File: src/rtl/dpb_port_arbiter_pkg.sv
// Shared types for the dual-port RAM port arbiter.
//   arb_state_e : access sequencer states (IDLE -> ISSUE -> CAPTURE -> ACK)
//   gnt_e       : which requester owns the current access (A = CPU bus, B = DMA/PPU)
package dpb_port_arbiter_pkg;

    typedef enum logic [1:0] {
        StIdle    = 2'd0,
        StIssue   = 2'd1,
        StCapture = 2'd2,
        StAck     = 2'd3
    } arb_state_e;

    typedef enum logic {
        GntA = 1'b0,
        GntB = 1'b1
    } gnt_e;

endpackage

File: src/rtl/dpb_port_arbiter_if.sv
// Requester-side handshake bundle for dpb_port_arbiter.
//   x_req/x_we/x_addr/x_wdata : access request from requester x (held until x_ack)
//   x_rdata/x_ack              : read data and one-cycle completion pulse back to requester x
//   master : requester side (drives requests)
//   slave  : arbiter side (drives rdata/ack)
interface dpb_port_arbiter_if #(
    parameter int unsigned DATA_WIDTH = 32,
    parameter int unsigned ADDR_WIDTH = 10
);
    logic                  a_req;
    logic                  a_we;
    logic [ADDR_WIDTH-1:0] a_addr;
    logic [DATA_WIDTH-1:0] a_wdata;
    logic [DATA_WIDTH-1:0] a_rdata;
    logic                  a_ack;

    logic                  b_req;
    logic                  b_we;
    logic [ADDR_WIDTH-1:0] b_addr;
    logic [DATA_WIDTH-1:0] b_wdata;
    logic [DATA_WIDTH-1:0] b_rdata;
    logic                  b_ack;

    modport master (
        output a_req, a_we, a_addr, a_wdata,
        input  a_rdata, a_ack,
        output b_req, b_we, b_addr, b_wdata,
        input  b_rdata, b_ack
    );

    modport slave (
        input  a_req, a_we, a_addr, a_wdata,
        output a_rdata, a_ack,
        input  b_req, b_we, b_addr, b_wdata,
        output b_rdata, b_ack
    );

endinterface

File: src/rtl/dpb_rr_pick2.sv
// Combinational two-way grant picker.
//   req_a, req_b : eligible requests
//   last         : previous grant (round-robin history)
//   mode         : 0 = round robin, 1 = fixed priority with A winning ties
//   gnt_valid    : at least one request present
//   gnt          : chosen requester
module dpb_rr_pick2
    import dpb_port_arbiter_pkg::*;
(
    input  logic req_a,
    input  logic req_b,
    input  gnt_e last,
    input  logic mode,
    output logic gnt_valid,
    output gnt_e gnt
);

    always_comb begin
        gnt_valid = req_a | req_b;
        gnt       = GntA;
        if (req_a && req_b) begin
            // Tie: fixed mode always favours A; round robin favours whoever did not go last.
            gnt = (mode || (last == GntB)) ? GntA : GntB;
        end else if (req_b) begin
            gnt = GntB;
        end
    end

endmodule

File: src/rtl/dpb_port_arbiter.sv
// Shares one synchronous RAM port between requesters A and B.
// Every access runs IDLE/ACK -> ISSUE -> CAPTURE -> ACK; the ack is a one-cycle pulse.
//   clk, rst_n : clock (shared with the RAM port) and async active-low reset
//   bus        : requester handshakes (slave side)
//   mem_we/mem_addr/mem_din : registered drive of the RAM port
//   mem_dout   : RAM read data, one cycle after the RAM samples mem_*
//   busy       : high whenever an access is in progress
module dpb_port_arbiter
    import dpb_port_arbiter_pkg::*;
#(
    parameter int unsigned DATA_WIDTH    = 32,
    parameter int unsigned ADDR_WIDTH    = 10,
    parameter int unsigned PRIORITY_MODE = 0
) (
    input  logic                  clk,
    input  logic                  rst_n,
    dpb_port_arbiter_if.slave     bus,
    output logic                  mem_we,
    output logic [ADDR_WIDTH-1:0] mem_addr,
    output logic [DATA_WIDTH-1:0] mem_din,
    input  logic [DATA_WIDTH-1:0] mem_dout,
    output logic                  busy
);

    localparam bit FixedPrio = (PRIORITY_MODE != 0);

    arb_state_e            state_q, state_d;
    gnt_e                  gnt_q, gnt_d;
    gnt_e                  last_q, last_d;
    logic                  mem_we_q, mem_we_d;
    logic [ADDR_WIDTH-1:0] mem_addr_q, mem_addr_d;
    logic [DATA_WIDTH-1:0] mem_din_q, mem_din_d;
    logic [DATA_WIDTH-1:0] a_rdata_q, a_rdata_d;
    logic [DATA_WIDTH-1:0] b_rdata_q, b_rdata_d;
    logic                  a_ack_q, a_ack_d;
    logic                  b_ack_q, b_ack_d;

    logic elig_a, elig_b;
    logic pick_valid;
    gnt_e pick_gnt;

    // The requester being acked this cycle may still show req high; that is the tail of the
    // finished access, not a new one.
    assign elig_a = bus.a_req && !((state_q == StAck) && (gnt_q == GntA));
    assign elig_b = bus.b_req && !((state_q == StAck) && (gnt_q == GntB));

    dpb_rr_pick2 u_pick (
        .req_a     (elig_a),
        .req_b     (elig_b),
        .last      (last_q),
        .mode      (FixedPrio),
        .gnt_valid (pick_valid),
        .gnt       (pick_gnt)
    );

    always_comb begin
        state_d    = state_q;
        gnt_d      = gnt_q;
        last_d     = last_q;
        mem_we_d   = 1'b0;      // write strobe lasts only the ISSUE cycle
        mem_addr_d = mem_addr_q;
        mem_din_d  = mem_din_q;
        a_rdata_d  = a_rdata_q;
        b_rdata_d  = b_rdata_q;
        a_ack_d    = 1'b0;
        b_ack_d    = 1'b0;

        unique case (state_q)
            StIdle, StAck: begin
                if (pick_valid) begin
                    state_d = StIssue;
                    gnt_d   = pick_gnt;
                    last_d  = pick_gnt;
                    if (pick_gnt == GntA) begin
                        mem_we_d   = bus.a_we;
                        mem_addr_d = bus.a_addr;
                        mem_din_d  = bus.a_wdata;
                    end else begin
                        mem_we_d   = bus.b_we;
                        mem_addr_d = bus.b_addr;
                        mem_din_d  = bus.b_wdata;
                    end
                end else begin
                    state_d = StIdle;
                end
            end
            StIssue: begin
                state_d = StCapture;
            end
            StCapture: begin
                state_d = StAck;
                if (gnt_q == GntA) begin
                    a_rdata_d = mem_dout;
                    a_ack_d   = 1'b1;
                end else begin
                    b_rdata_d = mem_dout;
                    b_ack_d   = 1'b1;
                end
            end
        endcase
    end

    always_ff @(posedge clk or negedge rst_n) begin
        if (!rst_n) begin
            state_q    <= StIdle;
            gnt_q      <= GntA;
            last_q     <= GntB;     // so A wins the first tie
            mem_we_q   <= 1'b0;
            mem_addr_q <= '0;
            mem_din_q  <= '0;
            a_rdata_q  <= '0;
            b_rdata_q  <= '0;
            a_ack_q    <= 1'b0;
            b_ack_q    <= 1'b0;
        end else begin
            state_q    <= state_d;
            gnt_q      <= gnt_d;
            last_q     <= last_d;
            mem_we_q   <= mem_we_d;
            mem_addr_q <= mem_addr_d;
            mem_din_q  <= mem_din_d;
            a_rdata_q  <= a_rdata_d;
            b_rdata_q  <= b_rdata_d;
            a_ack_q    <= a_ack_d;
            b_ack_q    <= b_ack_d;
        end
    end

    assign mem_we      = mem_we_q;
    assign mem_addr    = mem_addr_q;
    assign mem_din     = mem_din_q;
    assign busy        = (state_q != StIdle);
    assign bus.a_rdata = a_rdata_q;
    assign bus.b_rdata = b_rdata_q;
    assign bus.a_ack   = a_ack_q;
    assign bus.b_ack   = b_ack_q;

endmodule
File: src/flat_wrapper.sv
// flat-port wrapper written by rule: the top's interface ports become plain ports
module dpb_port_arbiter_flat import dpb_port_arbiter_pkg::*;
#(
    parameter int unsigned DATA_WIDTH    = 32,
    parameter int unsigned ADDR_WIDTH    = 10,
    parameter int unsigned PRIORITY_MODE = 0
)
  (clk, rst_n, mem_we, mem_addr, mem_din, mem_dout, busy, bus_a_req, bus_a_we, bus_a_addr, bus_a_wdata, bus_a_rdata, bus_a_ack, bus_b_req, bus_b_we, bus_b_addr, bus_b_wdata, bus_b_rdata, bus_b_ack);
  dpb_port_arbiter_if #(.DATA_WIDTH(DATA_WIDTH), .ADDR_WIDTH(ADDR_WIDTH)) bus_i ();
  input  logic clk;
  input  logic rst_n;
  output logic mem_we;
  output logic [ADDR_WIDTH-1:0] mem_addr;
  output logic [DATA_WIDTH-1:0] mem_din;
  input  logic [DATA_WIDTH-1:0] mem_dout;
  output logic busy;
  input wire logic [$bits(bus_i.a_req)-1:0] bus_a_req;
  input wire logic [$bits(bus_i.a_we)-1:0] bus_a_we;
  input wire logic [$bits(bus_i.a_addr)-1:0] bus_a_addr;
  input wire logic [$bits(bus_i.a_wdata)-1:0] bus_a_wdata;
  output wire logic [$bits(bus_i.a_rdata)-1:0] bus_a_rdata;
  output wire logic [$bits(bus_i.a_ack)-1:0] bus_a_ack;
  input wire logic [$bits(bus_i.b_req)-1:0] bus_b_req;
  input wire logic [$bits(bus_i.b_we)-1:0] bus_b_we;
  input wire logic [$bits(bus_i.b_addr)-1:0] bus_b_addr;
  input wire logic [$bits(bus_i.b_wdata)-1:0] bus_b_wdata;
  output wire logic [$bits(bus_i.b_rdata)-1:0] bus_b_rdata;
  output wire logic [$bits(bus_i.b_ack)-1:0] bus_b_ack;
  assign bus_i.a_req = bus_a_req;
  assign bus_i.a_we = bus_a_we;
  assign bus_i.a_addr = bus_a_addr;
  assign bus_i.a_wdata = bus_a_wdata;
  assign bus_a_rdata = bus_i.a_rdata;
  assign bus_a_ack = bus_i.a_ack;
  assign bus_i.b_req = bus_b_req;
  assign bus_i.b_we = bus_b_we;
  assign bus_i.b_addr = bus_b_addr;
  assign bus_i.b_wdata = bus_b_wdata;
  assign bus_b_rdata = bus_i.b_rdata;
  assign bus_b_ack = bus_i.b_ack;
  dpb_port_arbiter #(.DATA_WIDTH(DATA_WIDTH), .ADDR_WIDTH(ADDR_WIDTH), .PRIORITY_MODE(PRIORITY_MODE)) u_core (.clk(clk), .rst_n(rst_n), .bus(bus_i), .mem_we(mem_we), .mem_addr(mem_addr), .mem_din(mem_din), .mem_dout(mem_dout), .busy(busy));
endmodule
File: config.mk
export PLATFORM = sky130hd
export DESIGN_NAME = dpb_port_arbiter_flat
export DESIGN_NICKNAME = d
export VERILOG_FILES = /design/src/rtl/dpb_port_arbiter_pkg.sv /design/src/rtl/dpb_port_arbiter_if.sv /design/src/rtl/dpb_rr_pick2.sv /design/src/rtl/dpb_port_arbiter.sv /design/src/flat_wrapper.sv
export SDC_FILE = /design/constraint.sdc
export NUM_CORES = 1
export LEC_CHECK = 0
export ABC_AREA = 1
export CAP_MARGIN = 20
export CORE_AREA = 3 3 111 113
export DETAILED_ROUTE_END_ITERATION = 12
export DIE_AREA = 0 0 114 116
export GPL_TIMING_DRIVEN = 1
export HOLD_SLACK_MARGIN = 0.05
export PLACE_DENSITY_LB_ADDON = 0.05
export SYNTH_ARGS = -nofsm -noshare
export SYNTH_HDL_FRONTEND = slang
export SYNTH_SLANG_ARGS = --single-unit
export TNS_END_PERCENT = 30
File: constraint.sdc
create_clock -name clk -period 4.3 [get_ports clk]
set_input_delay 0.86 -clock clk [delete_from_list [all_inputs] [get_ports clk]]
set_output_delay 0.86 -clock clk [all_outputs]
set_load 0.005 [all_outputs]
### Yosys cells after proc, flatten, opt, wreduce, memory -nomap -nowiden

Cells that the tools add are included.

| storage, ports and cells | value |
|---|---|
| flip-flop bits (word level) | 113 |
| input bits | 122 |
| word-level logic and storage cells | 42 |

| operators by class | value |
|---|---|
| equality and inequality tests | 3 |
| multiplexer cells | 14 |
| bitwise gates (word level) | 2 |
| reductions and logical operators | 13 |

Operators by type and width:

| kind | number |
|---|---|
| two-way mux 32 bit | 1 |
| two-way mux 1 bit | 11 |
| two-way mux 10 bit | 1 |
| case mux 2 bit (3 select lines) | 1 |
| AND reduction 2 bit | 3 |
| logical AND 1 bit | 5 |
| equality test 2 bit (second input constant) | 2 |
| equality test 2 x 1 -> 1 bit (second input constant) | 1 |
| logical NOT 1 bit | 2 |
| logical NOT 2 bit | 1 |
| nonzero test 2 bit | 1 |
| OR reduction 2 bit | 1 |
| NOT 1 bit | 1 |
| OR 1 bit | 1 |

### Longest topological paths before layout

| logic depth | value |
|---|---|
| depth after elaboration | 9 |
| gate-level depth with buffers | 9 |
| gate-level depth less buffers | 8 |

### Cells and area by module

Synthesis repeated with hierarchy kept, for this count alone.

| unflattened totals | value |
|---|---|
| cell total of the unflattened synthesis | 594 |
| area total of the unflattened synthesis | 4923.5 µm² |

By module, submodules not included:

| module | instances | cells each | area an instance (µm²) |
|---|---|---|---|
| dpb_port_arbiter | 1 | 587 | 4887.2 |
| dpb_rr_pick2 | 1 | 7 | 36.3 |

### Least setup slack after synthesis

OpenSTA, ideal clock, no wires.

| path | value |
|---|---|
| path type | in2reg |
| start | input bus_b_req |
| end | register u_core.mem_addr_q[0] (netlist: u_core.mem_addr[0]) |
| setup time | 118 ps |
| arrival | 1573 ps |
| required time | 4182 ps |
| path slack | 2609 ps |
| stages | 6 |
| buffers on the path | 1 |
| path through | nand2_1 > inv_2 > clkbuf_1 > nand3_1 > nand3_1 > nand2_1 |

| on the way | value |
|---|---|
| cells in the longest elaborated chain, start to end | 4 |

RTL lines:

| element | RTL line | RTL |
|---|---|---|
| from (decl) | flat_wrapper.sv:23 | `input wire logic [$bits(bus_i.b_req)-1:0] bus_b_req;` |
| logical AND 1 bit (*) | dpb_port_arbiter.sv:45 | `assign elig_b = bus.b_req && !((state_q == StAck) && (gnt_q == GntB));` |
| two-way mux 1 bit or logical AND 1 bit (tied branches) | dpb_rr_pick2.sv:24, dpb_rr_pick2.sv:21 |  |
| two-way mux 1 bit | dpb_rr_pick2.sv:21 | `if (req_a && req_b) begin` |
| two-way mux 10 bit | dpb_port_arbiter.sv:74 | `if (pick_gnt == GntA) begin` |
| to (signal assigned) | dpb_port_arbiter.sv:120 | `mem_addr_q <= mem_addr_d;` |
| to (decl) | dpb_port_arbiter.sv:31 | `logic [ADDR_WIDTH-1:0] mem_addr_q, mem_addr_d;` |

Mark *: on every way between the ends. The rest lies on a longest branch, timed or not.
A chain may end at the register's enable or synchronous reset.

### Final worst setup path

| path | value |
|---|---|
| start | input bus_b_req |
| end | register u_core.mem_we_q (netlist: u_core.mem_we) |

| on the way | value |
|---|---|
| cells in the longest elaborated chain, start to end | 6 |

RTL lines:

| element | RTL line | RTL |
|---|---|---|
| logical AND 1 bit (*) | dpb_port_arbiter.sv:45 |  |
| two-way mux 1 bit or logical AND 1 bit (tied branches) | dpb_rr_pick2.sv:24, dpb_rr_pick2.sv:21 |  |
| two-way mux 1 bit | dpb_rr_pick2.sv:21 |  |
| two-way mux 1 bit | dpb_port_arbiter.sv:74 |  |
| two-way mux 1 bit (*) | dpb_port_arbiter.sv:70 | `if (pick_valid) begin` |
| two-way mux 1 bit (*) | dpb_port_arbiter.sv:68 | `unique case (state_q)` |
| named net u_core.mem_we_d | dpb_port_arbiter.sv:30 | `logic mem_we_q, mem_we_d;` |
| to (signal assigned) | dpb_port_arbiter.sv:119 | `mem_we_q <= mem_we_d;` |
| to (decl) | dpb_port_arbiter.sv:30 |  |

Mark *: on every way through the listed nets, which the timed path passes. The rest lies on a longest branch.

==> reports/metrics.cfg <==
[final_layout]
layout_common_cells=230 x clkdlybuf4s50_1, 196 x nand2_1, 123 x inv_1
finalNetCount=978
antenna_cells=0
syn_to_final_growth_pct=58.6
drive_gt1_share_pct=5.43
layout_commonest_cell=clkdlybuf4s50_1

[route]
viasPerCell=4.74
via_count=4781
drt-met1-wl_um=5810
wl_met3_um=1130
drt-pass1-iter-count=7
drtIter0Drc=373
wirelength_um=14200
routed-wl-met2_um=6850
top_layer=met4
drcViolationCount=0
wl_per_cell_um=14.0
ant_nets=0

[floorplanning]
fp.dieH_um=116
initial_utilization_pct=44.3
die_w_um=114
die_area_um2=13200
ios=232
rows=39
core_area_um2=11400

[clock_tree]
path_clk_slew_ns=0.05
cts_made_buffers=17
htree_levels=4
cts_tree=yes
cts.path.max_buffers=2
cts_hold_buf=0
cts_resized=0
cts_setup_buffers=0
clock-root-buffer=clkbuf_16
clock_insertion_delay_worst_skew_ns=0.41
cts_sinks=113

[synth]
synth_cell_types=17
synth_warnings=0
synth_nets=756
synth.ff_latch_count=113
synth-seq-area-share_pct=55.9
syn_inst=631
netlist_area_um2=5060
synth.avg_cell_area_um2=8.02

[sta]
finalSetupViolCount=0
rsz0062_at_grt=no
slew_headroom_pct=39.2
final_hold_viol_count=0
finalCriticalPeriod_ns=2.79
holdWs_ns=0.472
fin_crit_sh_pct=64.9
fmax_ghz=0.358
tns_ns=0
worst_pin_slew_ns=0.910
skew_ns=0.0152
drv_slew=0

[pwr]
irDropWorstVdd_uv=731
p_leak_uw=0.00412
p_per_area_nw_per_um2=737

[critical_path]
slowest_stage=nand2_2
path_cells=clkdlybuf4s50_1, nand2_1, inv_2, nand2_2, o21ai_0, nor2_1
critPathTopFamily=buffers and inverters
cp_max_fo=44
endpoint_kind=flip-flop
cpPeakStageDelay_ns=0.66
required_ns=4.59
path_class=in2reg
critical_path_buf_inv_count=2
cp-start-kind=primary input
critPathArrivalTime_ns=3.08

[worst_hold_path]
hold_class=reg2reg

[place]
dpl.hpwl_um=10100
port_buffers=231
gp_congestion=0.857

[grt]
track_usage_pct=22.2
overflow=0
grt_pass1_vias=4904
grt_pass1_wl_um=23200
grt_max_degree=71
antenna_found_initial=0

[run_status]
status=finished clean

[flow_run]
maxCapViolCount=0

flip-flops by register name, indices dropped and copies added (netlist names), 2 cells and up:
signal,count
u_core.bus.a_rdata,32
u_core.bus.b_rdata,32
u_core.mem_addr,10
u_core.mem_din,32
u_core.state_q,2
area by class of cell:
type	instances	area [um2]
fillers	949	3400
flip-flops and latches	113	2830
repair buffers	236	2360
multi-input cells	358	1590
clock buffers	22	484
inverters	127	477
well taps	143	179
clock inverters	10	108
metal layers:
layer	vias up	global-route usage [%]
met2	195	36.5
li1	2353	-
met4	0	9.58
met3	27	7.26
met1	2206	26.9
met5	-	0
worst min-delay path: stages (launching register included):
cell and delay [ns]:
dfrtp_1 0.34, nand2_1 0.05, nand2_1 0.05
cells in the mapped netlist, drive strengths merged:
library cell / instances / area, um2
nand3: 85 / 430
a21oi: 1 / 16.3
buf: 15 / 103
o21ai: 67 / 335
inv: 127 / 477
dfstp: 1 / 26.3
clkbuf: 18 / 67.6
nor2: 3 / 11.3
nand2: 199 / 752
dfrtp: 112 / 2800
ha: 3 / 37.5
stage by stage:
step | util [%] | instances | cell area [um2] | setup slack, ns | total power [uW]
3_3_place_gp | 64.9 | 976 | 7410 | 1.13 | 4460
6_report | 70.2 | 1009 | 8020 | 1.51 | 5910
3_5_place_dp | 64.9 | 976 | 7410 | 1.09 | 4550
2_1_floorplan | - | 631 | 5060 | 2.61 | 3130
4_1_cts | 70.1 | 1008 | 8000 | 1.52 | 5970
5_1_grt | 70.2 | 1009 | 8020 | 1.27 | 6390
where the power goes:
part / switching (uW) / total [uW] / leakage (uW) / internal (uW)
combinational: 1260 / 2630 / 0.00245 / 1360
sequential: 293 / 1910 / 0.00138 / 1620
clock: 467 / 1370 / 0.000288 / 907
final timing paths:
check	startpoint	end	slack [ns]	cells past startpoint
setup / recovery	bus_b_req	u_core.mem_we	1.51	6
hold / removal	u_core.mem_addr[2]	u_core.mem_addr[2]	0.47	2
setup reg to reg	u_core.state_q[1]	u_core.mem_we	1.70	7
hold reg to reg	u_core.mem_addr[2]	u_core.mem_addr[2]	0.47	2
max in group asynchronous	rst_n	u_core.last_q	2.79	2
min in group asynchronous	rst_n	u_core.bus.b_rdata[10]	0.57	1
cells by family after synthesis:
kind of cell / synth area share, %
AOI/OAI and AO/OA: 6.95
DFF: 55.9
and+or+nand+nor: 23.6
buffers and inverters: 12.8
adders and majority gates: 0.742
Note: power is estimated with default switching activity, not from simulation.
